**src/rtl/s2_sched_pkg.sv**
```systemverilog
// Shared types and constants for the Stage 2 issue scheduler.
package s2_sched_pkg;

    localparam int unsigned SYM_W      = 4;
    localparam int unsigned PAY_W      = 66;
    localparam int unsigned BOOL_SLOTS = 3;

    localparam logic [BOOL_SLOTS-1:0] FLAGS_CDF  = 3'b000;
    localparam logic [BOOL_SLOTS-1:0] FLAGS_FULL = 3'b111;

    typedef enum logic [1:0] {S_EMPTY, S_ACC, S_CDF_PEND} state_t;

    // flags[0]/syms[0] is slot 1
    typedef struct packed {
        logic [BOOL_SLOTS-1:0]            flags;
        logic [BOOL_SLOTS-1:0][SYM_W-1:0] syms;
        logic [PAY_W-1:0]                 payload;
    } bundle_t;

    function automatic bundle_t cdf_bundle(input logic [SYM_W-1:0] sym,
                                           input logic [PAY_W-1:0] payload);
        bundle_t b;
        b         = '0;
        b.flags   = FLAGS_CDF;
        b.syms[0] = sym;
        b.payload = payload;
        return b;
    endfunction

    // Boolean bundle with the first cnt slots filled; remaining slots stay zero.
    function automatic bundle_t bool_bundle(input logic [1:0] cnt,
                                            input logic [BOOL_SLOTS-1:0][SYM_W-1:0] syms);
        bundle_t b;
        b = '0;
        for (int unsigned i = 0; i < BOOL_SLOTS; i++) begin
            if (i < int'(cnt)) begin
                b.flags[i] = 1'b1;
                b.syms[i]  = syms[i];
            end
        end
        return b;
    endfunction

endpackage

```
**src/rtl/s2_sched_timeout.sv**
```systemverilog
// Idle counter for a partially filled Boolean group; expires on the MAX_WAIT-th idle cycle.
module s2_sched_timeout #(
    parameter int unsigned MAX_WAIT   = 4,
    parameter int unsigned WAIT_WIDTH = 3
) (
    input  logic clk,
    input  logic reset,
    input  logic clear,
    input  logic enable,
    output logic expire
);

    logic [WAIT_WIDTH-1:0] count_q;

    always_ff @(posedge clk or negedge reset) begin
        if (!reset) begin
            count_q <= '0;
        end else if (clear) begin
            count_q <= '0;
        end else if (enable && count_q != WAIT_WIDTH'(MAX_WAIT)) begin
            count_q <= count_q + WAIT_WIDTH'(1);
        end
    end

    // Stays asserted while saturated so a blocked group issues as soon as the slot frees.
    assign expire = enable && (count_q >= WAIT_WIDTH'(MAX_WAIT - 1));

endmodule

```
**src/rtl/s2_issue_scheduler.sv**
```systemverilog
// Packs a CDF/Boolean symbol stream into Stage 2 issue bundles (one CDF or 1-3 Booleans).
// Optional saturating bundle statistics are built when S2_SCHED_STATS_EN is defined.
module s2_issue_scheduler
    import s2_sched_pkg::*;
#(
    parameter int unsigned SYMBOL_WIDTH      = SYM_W,
    parameter int unsigned CDF_PAYLOAD_WIDTH = PAY_W,
    parameter int unsigned MAX_WAIT          = 4,
    parameter int unsigned WAIT_WIDTH        = 3
) (
    input  logic                         clk,
    input  logic                         reset,
`ifdef S2_SCHED_STATS_EN
    output logic [15:0]                  stat_cdf_bundles,
    output logic [15:0]                  stat_bool_bundles,
    output logic [15:0]                  stat_partial_bundles,
`endif
    input  logic                         in_valid,
    output logic                         in_ready,
    input  logic                         in_bool,
    input  logic [SYMBOL_WIDTH-1:0]      in_symbol,
    input  logic [CDF_PAYLOAD_WIDTH-1:0] in_cdf_payload,
    input  logic                         flush,
    output logic                         flush_done,
    output logic                         out_valid,
    input  logic                         out_ready,
    output logic                         out_bool_1,
    output logic                         out_bool_2,
    output logic                         out_bool_3,
    output logic [SYMBOL_WIDTH-1:0]      out_symbol_1,
    output logic [SYMBOL_WIDTH-1:0]      out_symbol_2,
    output logic [SYMBOL_WIDTH-1:0]      out_symbol_3,
    output logic [CDF_PAYLOAD_WIDTH-1:0] out_cdf_payload
);

    state_t                             state_q, state_d;
    logic [1:0]                         acc_cnt_q, acc_cnt_d;
    logic [1:0][SYMBOL_WIDTH-1:0]       acc_sym_q, acc_sym_d;
    logic [SYMBOL_WIDTH-1:0]            hold_sym_q, hold_sym_d;
    logic [CDF_PAYLOAD_WIDTH-1:0]       hold_payload_q, hold_payload_d;
    bundle_t                            out_q, out_d, load_bundle;
    logic                               out_valid_q, out_valid_d;
    logic                               flush_pending_q, flush_pending_d;
    logic                               flush_done_q, done_cond;
    logic                               ready_en_q;
    logic                               accept, issue, slot_free, load, tmo_expire;

    assign slot_free = !out_valid_q || out_ready;
    assign issue     = out_valid_q && out_ready;
    assign in_ready  = ready_en_q && (state_q != S_CDF_PEND) && slot_free && !flush_pending_q;
    assign accept    = in_valid && in_ready;

    s2_sched_timeout #(
        .MAX_WAIT   (MAX_WAIT),
        .WAIT_WIDTH (WAIT_WIDTH)
    ) u_timeout (
        .clk    (clk),
        .reset  (reset),
        .clear  ((state_q != S_ACC) || accept),
        .enable ((state_q == S_ACC) && !accept),
        .expire (tmo_expire)
    );

    always_comb begin
        state_d        = state_q;
        acc_cnt_d      = acc_cnt_q;
        acc_sym_d      = acc_sym_q;
        hold_sym_d     = hold_sym_q;
        hold_payload_d = hold_payload_q;
        load           = 1'b0;
        load_bundle    = '0;
        unique case (state_q)
            S_EMPTY: begin
                if (accept && in_bool) begin
                    acc_sym_d[0] = in_symbol;
                    acc_cnt_d    = 2'd1;
                    state_d      = S_ACC;
                end else if (accept) begin
                    load        = 1'b1;
                    load_bundle = cdf_bundle(in_symbol, in_cdf_payload);
                end
            end
            S_ACC: begin
                if (accept && in_bool) begin
                    if (acc_cnt_q == 2'd2) begin
                        load        = 1'b1;
                        load_bundle = bool_bundle(2'd3, {in_symbol, acc_sym_q});
                        acc_cnt_d   = 2'd0;
                        state_d     = S_EMPTY;
                    end else begin
                        acc_sym_d[1] = in_symbol;
                        acc_cnt_d    = 2'd2;
                    end
                end else if (accept) begin
                    // CDF behind a partial group: ship the group now, park the CDF
                    load           = 1'b1;
                    load_bundle    = bool_bundle(acc_cnt_q, {{SYMBOL_WIDTH{1'b0}}, acc_sym_q});
                    hold_sym_d     = in_symbol;
                    hold_payload_d = in_cdf_payload;
                    acc_cnt_d      = 2'd0;
                    state_d        = S_CDF_PEND;
                end else if ((tmo_expire || flush_pending_q) && slot_free) begin
                    load        = 1'b1;
                    load_bundle = bool_bundle(acc_cnt_q, {{SYMBOL_WIDTH{1'b0}}, acc_sym_q});
                    acc_cnt_d   = 2'd0;
                    state_d     = S_EMPTY;
                end
            end
            S_CDF_PEND: begin
                if (issue) begin
                    load        = 1'b1;
                    load_bundle = cdf_bundle(hold_sym_q, hold_payload_q);
                    state_d     = S_EMPTY;
                end
            end
            default: state_d = S_EMPTY;
        endcase
    end

    assign out_d       = load ? load_bundle : (issue ? '0 : out_q);
    assign out_valid_d = load || (out_valid_q && !out_ready);

    // Nothing can be loaded in S_EMPTY while a flush blocks input, so draining the slot finishes it.
    assign done_cond       = flush_pending_q && (state_q == S_EMPTY) && slot_free;
    assign flush_pending_d = (flush_pending_q && !done_cond) || flush;

    always_ff @(posedge clk or negedge reset) begin
        if (!reset) begin
            state_q         <= S_EMPTY;
            acc_cnt_q       <= '0;
            acc_sym_q       <= '0;
            hold_sym_q      <= '0;
            hold_payload_q  <= '0;
            out_q           <= '0;
            out_valid_q     <= 1'b0;
            flush_pending_q <= 1'b0;
            flush_done_q    <= 1'b0;
            ready_en_q      <= 1'b0;
        end else begin
            state_q         <= state_d;
            acc_cnt_q       <= acc_cnt_d;
            acc_sym_q       <= acc_sym_d;
            hold_sym_q      <= hold_sym_d;
            hold_payload_q  <= hold_payload_d;
            out_q           <= out_d;
            out_valid_q     <= out_valid_d;
            flush_pending_q <= flush_pending_d;
            flush_done_q    <= done_cond;
            ready_en_q      <= 1'b1;
        end
    end

    assign out_valid       = out_valid_q;
    assign flush_done      = flush_done_q;
    assign out_bool_1      = out_q.flags[0];
    assign out_bool_2      = out_q.flags[1];
    assign out_bool_3      = out_q.flags[2];
    assign out_symbol_1    = out_q.syms[0];
    assign out_symbol_2    = out_q.syms[1];
    assign out_symbol_3    = out_q.syms[2];
    assign out_cdf_payload = out_q.payload;

`ifdef S2_SCHED_STATS_EN
    logic [15:0] st_cdf_q, st_bool_q, st_part_q;

    function automatic logic [15:0] sat_inc(input logic [15:0] v);
        return (v == 16'hFFFF) ? v : v + 16'd1;
    endfunction

    always_ff @(posedge clk or negedge reset) begin
        if (!reset) begin
            st_cdf_q  <= '0;
            st_bool_q <= '0;
            st_part_q <= '0;
        end else if (flush_done_q) begin
            st_cdf_q  <= '0;
            st_bool_q <= '0;
            st_part_q <= '0;
        end else if (issue) begin
            if (out_q.flags == FLAGS_CDF) begin
                st_cdf_q <= sat_inc(st_cdf_q);
            end else begin
                st_bool_q <= sat_inc(st_bool_q);
                if (out_q.flags != FLAGS_FULL) begin
                    st_part_q <= sat_inc(st_part_q);
                end
            end
        end
    end

    assign stat_cdf_bundles     = st_cdf_q;
    assign stat_bool_bundles    = st_bool_q;
    assign stat_partial_bundles = st_part_q;
`endif

endmodule

```
**config.mk**
```make
export PLATFORM = sky130hd
export DESIGN_NAME = s2_issue_scheduler
export DESIGN_NICKNAME = d
export VERILOG_FILES = /design/src/rtl/s2_sched_pkg.sv /design/src/rtl/s2_sched_timeout.sv /design/src/rtl/s2_issue_scheduler.sv
export SDC_FILE = /design/constraint.sdc
export NUM_CORES = 1
export LEC_CHECK = 0
export BUFFER_PORTS_ARGS = -buffer_cell sky130_fd_sc_hd__clkbuf_2
export CAP_MARGIN = 20
export CORE_MARGIN = 4
export CORE_UTILIZATION = 48
export DETAILED_ROUTE_END_ITERATION = 16
export PLACE_DENSITY = 0.75
export SYNTH_ARGS = -nofsm -noshare
export SYNTH_HDL_FRONTEND = slang
export SYNTH_SLANG_ARGS = --single-unit
```
**constraint.sdc**
```tcl
create_clock -name clk -period 2.3 [get_ports clk]
set_input_delay 0.115 -clock clk [delete_from_list [all_inputs] [get_ports clk]]
set_output_delay 0.115 -clock clk [all_outputs]
set_load 0.03 [all_outputs]
```
==> impl_summary.txt <==
----------------------------------------------------
[Outcome]
  Run status ... completed

[Global routing]
  Number of antenna violations at the first check in global routing ... 0
  Vias in the first global route ... 5461
  Final global-route overflow total ... 0
  Largest net degree at the start of global routing ... 72
  Total track usage ... 0.208
  Wire length of the first global-routing pass ... 27100 um

[STA]
  Setup violations, final ... 0
  Max-slew headroom ... 0.602
  Highest achievable clock rate ... 445 MHz
  Final slew viol count ... 0
  Hold Fails Final Rpt ... 0
  Period Utilization, post-route ... 0.977
  Worst Slack Setup Final ... 0.0520 ns
  Worst clock skew ... 0.00916 ns
  Crit path time final ... 2.25 ns
  Actual slew at the worst max-slew pin ... 0.596 ns

[CTS]
  Total clock buffers created by CTS ... 17
  Clock latency at the later pin of the worst-skew pair ... 0.42 ns
  Number of clock sinks seen by CTS ... 170
  Clock tree from TritonCTS ... done
  Clk Tree Root Cell ... sky130_fd_sc_hd__clkbuf_16
  Clock transition at the registers of the reported paths ... 0.06 ns
  Max Buffers Root-to-Sink ... 2
  CTS H-tree lvls ... 4

[Worst setup path]
  Max stage delay cell, worst path ... sky130_fd_sc_hd__dfrtp_1
  Startpoint Class ... flip-flop
  Worst reg2reg path startpoint ... u_timeout.count_q[1]$_DFFE_PN0P_
  Buf+Inv Stages, Crit Path ... 2
  Cells along the critical path ... ha_1, ha_2, a2111oi_4, a211o_1, a31oi_1, a211oi_4, buf_6, clkbuf_16, a21o_1
  Worst path required time ... 2.66 ns
  Critical path fanouts, max ... 15
  Critical path class ... reg -> reg
  Worst path arrival time ... 2.61 ns
  Cell family with the largest share of critical-path delay ... compound AO/OA/AOI/OAI gates
  Slowest cell delay on critical path ... 0.40 ns
  Nature of the critical path endpoint ... flip-flop
  Critical path startpoint ... u_timeout.count_q[1]$_DFFE_PN0P_

[Final layout]
  Number of inserted filler cells in the final layout ... 995
  Signed area change from the synthesized netlist to the final layout ... 36.9%
  Utilization after layout ... 0.676
  Area of combinational cells with multiple inputs ... 2520 sq um
  Register cell area after layout ... 4250 sq um
  Net count reported at finish ... 807
  Antenna diodes ... 0
  Layout cells sized above 1 ... 0.324

[Power]
  Clock share of power ... 0.328
  Combinational fraction of design power ... 0.226
  Switching Fraction ... 0.307
  Internal cell power ... 5.98 mW
  Cell leakage power ... 5.35 nW
  Final Power ... 8.63 mW
  Flop pwr share ... 0.446
  Worst ir drop on vdd ... 0.587 mV
  P per Cell Area ... 917 nW/um^2
  P_sw ... 2.65 mW

[Logic synthesis]
  Combined area of all synthesized cells ... 6880 sq um
  Count of flip-flops with a built-in enable after synthesis ... 0
  Sequential cell area fraction in the yosys report ... 0.618
  Post-synthesis async set-or-reset flop share ... 1.00
  Flip-flop and latch count after synthesis ... 170
  Synthesis Warnings ... 0
  Count of different cell masters after synthesis ... 35
  Number of cells produced by synthesis ... 489
  Ys flop type ... sky130_fd_sc_hd__dfrtp_1
  Syn nets ... 568
  Mapped Avg Cell Area ... 14.1 sq um

[Routing]
  Routed vias ... 5089
  Total wire length ... 17200 um
  Iteration-0 DRC count of the detailed router ... 277
  Post-route antenna net violation count ... 0
  Final routed wire length divided by cell count ... 18.7 um
  Total iterations of the first detailed-routing run ... 4
  Final routed DRC violation total ... 0
  Routed via count divided by cell count ... 5.53

[Die]
  Effective utilization at floorplan ... 0.494
  Die extent in y ... 128 um
  Core Rows ... 43
  Core area ... 13900 sq um
  Die X ... 128 um
  Ports ... 160
  Die Area ... 16300 sq um

[Min path]
  Hold crit path type ... in -> reg
  Start point of the worst hold path ... out_ready

[Place]
  Hpwl dp ... 10300 um
  Pre-CTS setup slack ... -0.0323 ns
  I/O Buffers ... 159
  Final RePlAce weighted congestion ... 0.793

[Job]
  Number of max-capacitance violations reported ... 0

----------------------------------------------------
==> worst min-delay path, delay by kind of cell <==
kind	cells	cell delay [ns]
simple gates	3	0.18
buf+inv	1	0.13
==> cell usage in the layout (no fill, tap or decap), types with 2 or more instances in the layout <==
| cell type | synthesis | routed |
|---|---|---|
| sky130_fd_sc_hd__a21o_1 | 71 | 71 |
| sky130_fd_sc_hd__a21oi_1 | 3 | 3 |
| sky130_fd_sc_hd__a221o_1 | 4 | 4 |
| sky130_fd_sc_hd__a22o_1 | 79 | 79 |
| sky130_fd_sc_hd__buf_12 | 0 | 6 |
| sky130_fd_sc_hd__buf_4 | 0 | 10 |
| sky130_fd_sc_hd__buf_6 | 0 | 3 |
| sky130_fd_sc_hd__bufinv_16 | 0 | 2 |
| sky130_fd_sc_hd__clkbuf_1 | 19 | 2 |
| sky130_fd_sc_hd__clkbuf_16 | 0 | 19 |
| sky130_fd_sc_hd__clkbuf_2 | 0 | 158 |
| sky130_fd_sc_hd__clkbuf_8 | 0 | 3 |
| sky130_fd_sc_hd__clkinv_2 | 0 | 2 |
| sky130_fd_sc_hd__clkinv_4 | 0 | 2 |
| sky130_fd_sc_hd__clkinvlp_4 | 0 | 4 |
| sky130_fd_sc_hd__dfrtp_1 | 170 | 170 |
| sky130_fd_sc_hd__dlygate4sd3_1 | 0 | 72 |
| sky130_fd_sc_hd__ha_1 | 3 | 2 |
| sky130_fd_sc_hd__inv_1 | 5 | 5 |
| sky130_fd_sc_hd__mux2_1 | 58 | 58 |
| sky130_fd_sc_hd__mux2_2 | 20 | 20 |
| sky130_fd_sc_hd__nand2_1 | 9 | 8 |
| sky130_fd_sc_hd__nand2b_1 | 4 | 4 |
| sky130_fd_sc_hd__nand3_1 | 2 | 2 |
| sky130_fd_sc_hd__nor2_1 | 5 | 5 |
| sky130_fd_sc_hd__nor2b_1 | 2 | 2 |
| sky130_fd_sc_hd__nor3_4 | 1 | 2 |
| sky130_fd_sc_hd__or3_1 | 2 | 2 |
==> per-stage QoR <==
step	hold slack, ns	setup TNS [ns]	area (sq um)	instances
6_report	0.0514	0	9420	921
5_1_grt	0.0472	-0.852	9420	921
4_1_cts	0.0324	0	9320	917
3_5_place_dp	0.138	-1.32	8000	813
3_3_place_gp	0.125	0	8000	813
2_1_floorplan	-0.181	0	6880	489
==> cell type report <==
class | instances | share of cell area
Clock buffer | 22 | 0.0504
Clock inverter | 10 | 0.0125
Inverter | 5 | 0.00199
Multi-Input combinational cell | 282 | 0.268
Sequential cell | 170 | 0.452
Tap cell | 180 | 0.0239
Timing Repair Buffer | 252 | 0.192
==> routing by layer <==
| layer | up-vias | wire [um] | track usage |
|---|---|---|---|
| met5 | - | 0 | 0 |
| met1 | 2598 | 6980 | 0.240 |
| met3 | 32 | 940 | 0.0646 |
| li1 | 2306 | - | - |
| met4 | 0 | 362 | 0.0649 |
| met2 | 153 | 8970 | 0.373 |
==> registers in the layout, indices dropped and copies added (netlist names), 2 cells and up <==
name               cells
out_symbol_1           4
out_cdf_payload       66
acc_cnt_q              2
hold_payload_q        66
acc_sym_q              8
state_q                2
out_symbol_3           4
u_timeout.count_q      3
out_symbol_2           4
hold_sym_q             4
==> synth_stat cells, types with 2 or more instances <==
master                     instances  area [sq um]
sky130_fd_sc_hd__nor2_1            5          18.8
sky130_fd_sc_hd__or3_1             2          12.5
sky130_fd_sc_hd__mux2_2           20           225
sky130_fd_sc_hd__a221o_1           4          40.0
sky130_fd_sc_hd__nor2b_1           2          12.5
sky130_fd_sc_hd__and3_1            2          12.5
sky130_fd_sc_hd__clkbuf_1         19          71.3
sky130_fd_sc_hd__a21o_1           71           533
sky130_fd_sc_hd__inv_1             5          18.8
sky130_fd_sc_hd__ha_1              3          37.5
sky130_fd_sc_hd__nor4b_1           2          17.5
sky130_fd_sc_hd__a22o_1           79           692
sky130_fd_sc_hd__buf_2             8          40.0
sky130_fd_sc_hd__buf_1             5          18.8
sky130_fd_sc_hd__nand2b_1          4          25.0
sky130_fd_sc_hd__a21oi_1           3          15.0
sky130_fd_sc_hd__dfrtp_1         170          4250
sky130_fd_sc_hd__nor3_2            2          20.0
sky130_fd_sc_hd__nand2_1           9          33.8
sky130_fd_sc_hd__mux2_1           58           653
sky130_fd_sc_hd__nand3_1           2          10.0
==> repair_timing <==
item / in CTS / in global routing
hold endpoints to repair: 158 / 0
pin swaps: 6 / 1
cloned: 0 / 3
hold buffers: 72 / 0
setup buffers: 0 / 1
setup endpoints to repair: 81 / 85
gates resized for setup: 2 / 8
==> power groups by stage <==
stage / combinational, mW / sequential, mW / clock, mW
after floorplan: 0.574 / 4.38 / 0
after global placement: 1.72 / 3.85 / 0
after detailed placement: 1.77 / 3.89 / 0
after CTS: 1.88 / 3.85 / 2.88
after global routing: 2.08 / 3.91 / 2.99
final: 1.95 / 3.85 / 2.83
==> cells by family after synthesis <==
group	share of synthesized area
AND/OR/NAND/NOR	0.0298
buffers and inverters	0.0216
other	0.000545
multiplexers	0.128
AO/OA/AOI/OAI	0.195
XOR/XNOR	0.00127
adder cells (fa/ha/maj)	0.00546
flip-flops	0.618
==> final timing paths <==
path,slack [ns],to,cells after the start
worst max-delay path,0.05,out_cdf_payload[18]$_DFFE_PN0P_,9
worst min-delay path,0.05,state_q[1]$_DFFE_PN0P_,4
worst max register to register,0.05,out_cdf_payload[18]$_DFFE_PN0P_,9
worst min register to register,0.48,out_cdf_payload[54]$_DFFE_PN0P_,1
max in group asynchronous,1.33,out_cdf_payload[65]$_DFFE_PN0P_,3
min in group asynchronous,0.25,hold_payload_q[36]$_DFFE_PN0P_,2
Power figures use the tool's default switching activity.
